## src/rtl/care_scheduler.sv

```systemverilog
// care_scheduler: sequences periodic stat decay and round-robin care updates toward the stats datapath.
// Optional CARE_SCHED_RANDOM_DECAY_EN: decay magnitude becomes 1 + random[upd_sel].
module care_scheduler #(
    parameter logic [23:0] TICK_COUNT = 24'd10_000_000,
    parameter logic [3:0]  ACTION_AMT = 4'd3
) (
    input  logic       clk,
    input  logic       reset,
    input  logic [5:0] req,
    input  logic [7:0] random,
    input  logic       upd_ready,
    output logic       upd_valid,
    output logic [2:0] upd_sel,
    output logic       upd_dec,
    output logic [3:0] upd_amt,
    output logic [5:0] grant,
    output logic       busy,
    output logic       tick_overrun
);
    typedef enum logic [1:0] {IDLE, DECAY, CARE, COOLDOWN} state_t;

    state_t      state_reg, state_next;
    logic [23:0] tick_cnt_reg, tick_cnt_next;
    logic        tick;
    logic        tick_pend_reg, tick_pend_next;
    logic        tick_overrun_reg, tick_overrun_next;
    logic [2:0]  rr_ptr_reg, rr_ptr_next;
    logic        has_granted_reg, has_granted_next;
    logic [2:0]  cool_cnt_reg, cool_cnt_next;
    logic        upd_valid_reg, upd_valid_next;
    logic        upd_dec_reg, upd_dec_next;
    logic [2:0]  upd_sel_reg, upd_sel_next;
    logic [3:0]  upd_amt_reg, upd_amt_next;
    logic        accept, enter_decay;
    logic [2:0]  rr_start, winner, decay_next_sel;
    logic [3:0]  amt_first, amt_step;
    logic [2:0]  cand [6];

    assign tick           = (tick_cnt_reg == TICK_COUNT - 24'd1);
    assign tick_cnt_next  = tick ? 24'd0 : tick_cnt_reg + 24'd1;
    assign accept         = upd_valid_reg & upd_ready;
    assign enter_decay    = (state_reg == IDLE) & tick_pend_reg;
    assign decay_next_sel = upd_sel_reg + 3'd1;

    // A tick landing on the same cycle the pending one is consumed simply re-arms it.
    assign tick_pend_next    = tick | (tick_pend_reg & ~enter_decay);
    assign tick_overrun_next = tick_overrun_reg | (tick & tick_pend_reg & ~enter_decay);

`ifdef CARE_SCHED_RANDOM_DECAY_EN
    assign amt_first = 4'd1 + {3'd0, random[0]};
    assign amt_step  = 4'd1 + {3'd0, random[decay_next_sel]};
`else
    logic unused_random;
    assign unused_random = ^random;
    assign amt_first = 4'd1;
    assign amt_step  = 4'd1;
`endif

    // Until the first grant there is no "last granted", so the search starts at index 0.
    assign rr_start = (!has_granted_reg || rr_ptr_reg == 3'd5) ? 3'd0 : rr_ptr_reg + 3'd1;

    generate
        for (genvar gi = 0; gi < 6; gi++) begin : g_cand
            logic [3:0] sum;
            assign sum       = {1'b0, rr_start} + 4'(gi);
            assign cand[gi]  = (sum >= 4'd6) ? 3'(sum - 4'd6) : sum[2:0];
        end
    endgenerate

    always_comb begin
        winner = rr_start;
        for (int k = 5; k >= 0; k--) begin
            if (req[cand[k]]) winner = cand[k];
        end
    end

    always_comb begin
        state_next       = state_reg;
        rr_ptr_next      = rr_ptr_reg;
        has_granted_next = has_granted_reg;
        cool_cnt_next    = cool_cnt_reg;
        upd_valid_next   = upd_valid_reg;
        upd_sel_next     = upd_sel_reg;
        upd_dec_next     = upd_dec_reg;
        upd_amt_next     = upd_amt_reg;
        grant            = 6'd0;
        case (state_reg)
            IDLE: begin
                if (tick_pend_reg) begin
                    state_next     = DECAY;
                    upd_valid_next = 1'b1;
                    upd_sel_next   = 3'd0;
                    upd_dec_next   = 1'b1;
                    upd_amt_next   = amt_first;
                end else if (|req) begin
                    state_next     = CARE;
                    upd_valid_next = 1'b1;
                    upd_sel_next   = winner;
                    upd_dec_next   = 1'b0;
                    upd_amt_next   = ACTION_AMT;
                end
            end
            DECAY: begin
                if (accept) begin
                    if (upd_sel_reg == 3'd5) begin
                        state_next     = IDLE;
                        upd_valid_next = 1'b0;
                        upd_sel_next   = 3'd0;
                        upd_dec_next   = 1'b0;
                        upd_amt_next   = 4'd0;
                    end else begin
                        upd_sel_next = decay_next_sel;
                        upd_amt_next = amt_step;
                    end
                end
            end
            CARE: begin
                if (accept) begin
                    grant            = 6'd1 << upd_sel_reg;
                    rr_ptr_next      = upd_sel_reg;
                    has_granted_next = 1'b1;
                    state_next       = COOLDOWN;
                    cool_cnt_next    = 3'd0;
                    upd_valid_next   = 1'b0;
                    upd_sel_next     = 3'd0;
                    upd_amt_next     = 4'd0;
                end
            end
            COOLDOWN: begin
                if (cool_cnt_reg == 3'd7) state_next = IDLE;
                else cool_cnt_next = cool_cnt_reg + 3'd1;
            end
            default: state_next = IDLE;
        endcase
    end

    always_ff @(posedge clk or posedge reset) begin
        if (reset) begin
            state_reg        <= IDLE;
            tick_cnt_reg     <= 24'd0;
            tick_pend_reg    <= 1'b0;
            tick_overrun_reg <= 1'b0;
            rr_ptr_reg       <= 3'd0;
            has_granted_reg  <= 1'b0;
            cool_cnt_reg     <= 3'd0;
            upd_valid_reg    <= 1'b0;
            upd_sel_reg      <= 3'd0;
            upd_dec_reg      <= 1'b0;
            upd_amt_reg      <= 4'd0;
        end else begin
            state_reg        <= state_next;
            tick_cnt_reg     <= tick_cnt_next;
            tick_pend_reg    <= tick_pend_next;
            tick_overrun_reg <= tick_overrun_next;
            rr_ptr_reg       <= rr_ptr_next;
            has_granted_reg  <= has_granted_next;
            cool_cnt_reg     <= cool_cnt_next;
            upd_valid_reg    <= upd_valid_next;
            upd_sel_reg      <= upd_sel_next;
            upd_dec_reg      <= upd_dec_next;
            upd_amt_reg      <= upd_amt_next;
        end
    end

    assign upd_valid    = upd_valid_reg;
    assign upd_sel      = upd_sel_reg;
    assign upd_dec      = upd_dec_reg;
    assign upd_amt      = upd_amt_reg;
    assign busy         = (state_reg != IDLE);
    assign tick_overrun = tick_overrun_reg;
endmodule
```

## config.mk

```make
export PLATFORM = sky130hd
export DESIGN_NAME = care_scheduler
export DESIGN_NICKNAME = d
export VERILOG_FILES = /design/src/rtl/care_scheduler.sv
export SDC_FILE = /design/constraint.sdc
export NUM_CORES = 1
export LEC_CHECK = 0
export BUFFER_PORTS_ARGS = -buffer_cell sky130_fd_sc_hd__buf_2
export CAP_MARGIN = 15
export CORE_MARGIN = 3
export CORE_UTILIZATION = 50
export DETAILED_ROUTE_END_ITERATION = 8
export PLACE_DENSITY = 0.79
export SLEW_MARGIN = 15
export SYNTH_ARGS = -nofsm -noshare
export SYNTH_HDL_FRONTEND = slang
export SYNTH_SLANG_ARGS = --single-unit
```

## constraint.sdc

```tcl
create_clock -name clk -period 5.74 [get_ports clk]
set_input_delay 1.435 -clock clk [delete_from_list [all_inputs] [get_ports clk]]
set_output_delay 1.435 -clock clk [all_outputs]
set_load 0.01 [all_outputs]
```

==> summary.txt <==
Clock network
  – Clock Tree Buf Depth: 2
  – CTS tree: done
  – Clock sink count: 42
  – Worst-Skew Late Latency: 0.30 ns
  – Post-CTS Hold Fix Bufs: 0
  – Clock Pin Slew Worst Setup and Hold Paths: 0.08 ns
  – Cells resized by post-CTS repair: 0
  – H-tree Lvls: 2
  – CTS Buf Count: 5
  – # Post-CTS Setup Buffers: 0
  – Cell chosen for the clock root: clkbuf_8

Pwr
  – Sw Share: 50.5%
  – P_sw: 1.13 mW
  – Pint: 1.10 mW
  – Combinational share of power: 71.1%
  – Power, Total: 2.23 mW
  – Clk pwr share: 10.8%
  – Pwr/cell area: 650 nW/um2
  – Peak VDD IR: 569 uV
  – Sequential power share: 18.1%
  – Leakage power: 1.56 nW

Yosys
  – Distinct cell type count after synthesis: 68
  – EDFF count, synth: 0
  – Synth Warn #: 0
  – Area contributors post-synth: dfrtp_1, ha_1, nand2_1
  – Synth async-reset ratio: 100%
  – Register area share after synthesis: 33.4%
  – Yosys top cell area share: 33.4%
  – Dominant synthesized flop cell: dfrtp_1
  – Post-Syn Area: 3150 um2
  – Yosys top cell by area: dfrtp_1
  – Synthesized area per cell: 8.74 um2
  – #FFs+latches synth: 42
  – Syn Inst Count: 360

Timing
  – Max Fclk: 252 MHz
  – Slew HR: 51.0%
  – Crit path time final: 3.96 ns
  – Fin Clk Skew: 0.00493 ns
  – Pins Over Slew Limit: 0
  – Fin. Hold Viols: 0
  – Slew @ Worst Pin: 0.729 ns
  – RSZ-0062 raised after global routing: no
  – Setup TNS: 0 ns
  – Final setup viols: 0
  – Final period utilization: 69.0%

Run
  – Max-cap viol count: 0

Cells and area
  – Final nets: 415
  – FILL cells: 537
  – Max reg flops: 24
  – Share of layout cells above drive strength 1: 13.9%
  – Layout Cells excl Fill: 456
  – Synth-to-Final Area Change: 8.90%
  – Antenna diodes: 0
  – Finished Cell Area: 3430 um2

GRT
  – Total gr overflow: 0
  – Initial antenna violation count: 0
  – Tot GR Track Use: 20.6%
  – Pin count of the biggest net entering global routing: 43
  – Global-route wire length before repair: 12100 um
  – Vias in the first global route: 2580

Worst setup path
  – Most frequent CP cell: ha_1
  – Critical path's slowest cell: ha_1
  – Top delay family on crit path: compound AO/OA/AOI/OAI gates
  – CP Max Fanout: 12
  – Worst endpoint required time: 5.98 ns
  – Crit start category: flop
  – Data arrival time of the critical path: 4.21 ns
  – Element type at the critical path end: flop
  – Crit-path cells: ha_1, a21boi_2, or2b_1, ha_1, nand2b_1, mux4_2, o22ai_1, o31ai_1, a2111oi_2, mux2_1, nand2_1
  – Buf/Inv on CP: 0
  – Crit path largest cell delay: 0.61 ns
  – Crit path kind: flop to flop

Drt
  – Initial drt markers: 165
  – Final WL: 7250 um
  – Routed Antenna Nets: 0
  – Vias per inst: 6.07
  – Via count: 2766
  – Remaining DRCs: 0
  – Routed len/inst: 15.9 um
  – First-pass DRT Iterations: 5

Placed design
  – Placer congestion estimate: 0.967
  – # port buffers: 23
  – Dpl cell area: 3320 um2
  – DP HPWL: 5360 um
  – Placed insts: 448

Die
  – Row count: 28
  – DIE AREA: 7280 um2
  – Die width: 85.3 um
  – Starting Density: 52.2%
  – Ports: 34
  – DIE HEIGHT: 85.3 um
  – Core Footprint: 6030 um2

Worst hold path
  – Min-delay worst type: flop to flop

Outcome
  – Status: completed
==> per-stage QoR <==
step	setup slack (ns)	util, %	hold WS (ns)
after floorplan	2.13	-	0.452
after global placement	1.84	55.0	0.474
after detailed placement	1.82	55.0	0.465
after CTS	1.82	56.9	0.495
after global routing	1.57	56.9	0.515
final	1.78	56.9	0.489
==> final timing paths <==
path	cells past startpoint	start	slack (ns)	to
hold / removal	1	upd_amt[1]$_DFFE_PP0P_	0.49	upd_amt[1]$_DFFE_PP0P_
setup reg to reg	11	rr_ptr_reg[0]$_DFFE_PP0P_	1.78	upd_sel[0]$_DFFE_PP0P_
max in group asynchronous	3	reset	4.14	upd_amt[0]$_DFFE_PP0P_
hold reg to reg	1	upd_amt[1]$_DFFE_PP0P_	0.49	upd_amt[1]$_DFFE_PP0P_
setup / recovery	11	rr_ptr_reg[0]$_DFFE_PP0P_	1.78	upd_sel[0]$_DFFE_PP0P_
min in group asynchronous	3	reset	1.24	tick_cnt_reg[12]$_DFF_PP0_
==> cells by family (layout without fill, tap and decap cells) <==
group / after synthesis / in the layout / share of synthesized area [%]
multiplexers: 15 / 15 / 5.88
AO/OA/AOI/OAI: 87 / 87 / 19.4
flip-flops: 42 / 42 / 33.4
buffers and inverters: 31 / 51 / 4.05
adder cells (fa/ha/maj): 19 / 19 / 7.47
AND/OR/NAND/NOR: 144 / 144 / 23.8
other: 1 / 2 / 0.119
XOR/XNOR: 21 / 21 / 5.84
==> cells in the final DEF (no fill, tap or decap), drive strengths merged, types with 10 or more instances in the layout <==
cell type  count
nand2         38
a21oi         15
buf           25
nand3         21
ha            18
nor2          30
o21ai         24
inv           18
xor2          10
dfrtp         42
xnor2         11
==> synthesized netlist by cell type, types with 4 or more instances <==
cell type,instances
dfrtp_1,42
nand2_1,37
nor2_1,30
o21ai_0,22
nand3_1,20
ha_1,18
a21oi_1,15
inv_1,14
xnor2_1,11
clkbuf_1,10
xor2_1,10
nand4_1,7
nor3_1,7
mux2_2,6
a21o_1,5
a22o_1,5
and2_1,5
and3_1,5
mux2i_1,5
nand4b_1,5
nand2b_1,4
nor4_1,4
o31ai_1,4
==> power by group through the flow <==
stage	Sequential, mW	Clock [mW]	Combinational, mW
3_5_place_dp	0.408	0	1.55
2_1_floorplan	0.393	0	1.25
4_1_cts	0.403	0.244	1.55
5_1_grt	0.412	0.254	1.73
3_3_place_gp	0.404	0	1.52
6_report	0.404	0.241	1.58
==> area by class of cell <==
type / count / area [um2] / area share (%)
multi-input cells: 288 / 1970 / 57.6
flip-flops and latches: 42 / 1050 / 30.7
repair buffers: 25 / 130 / 3.80
well taps: 75 / 93.8 / 2.74
clock buffers: 5 / 68.8 / 2.01
inverters: 18 / 67.6 / 1.97
clock inverters: 3 / 43.8 / 1.28
==> layer usage <==
metal,vias to the layer above,GRT usage [%],part of all wire [%],wire length (um)
li1,1360,-,-,-
met4,0,6.62,1.7,123
met5,-,0,0,0
met1,1289,27.5,46,3340
met3,10,5.53,6.4,463
met2,107,32.3,46,3330
(Power assumes the default switching activity.)
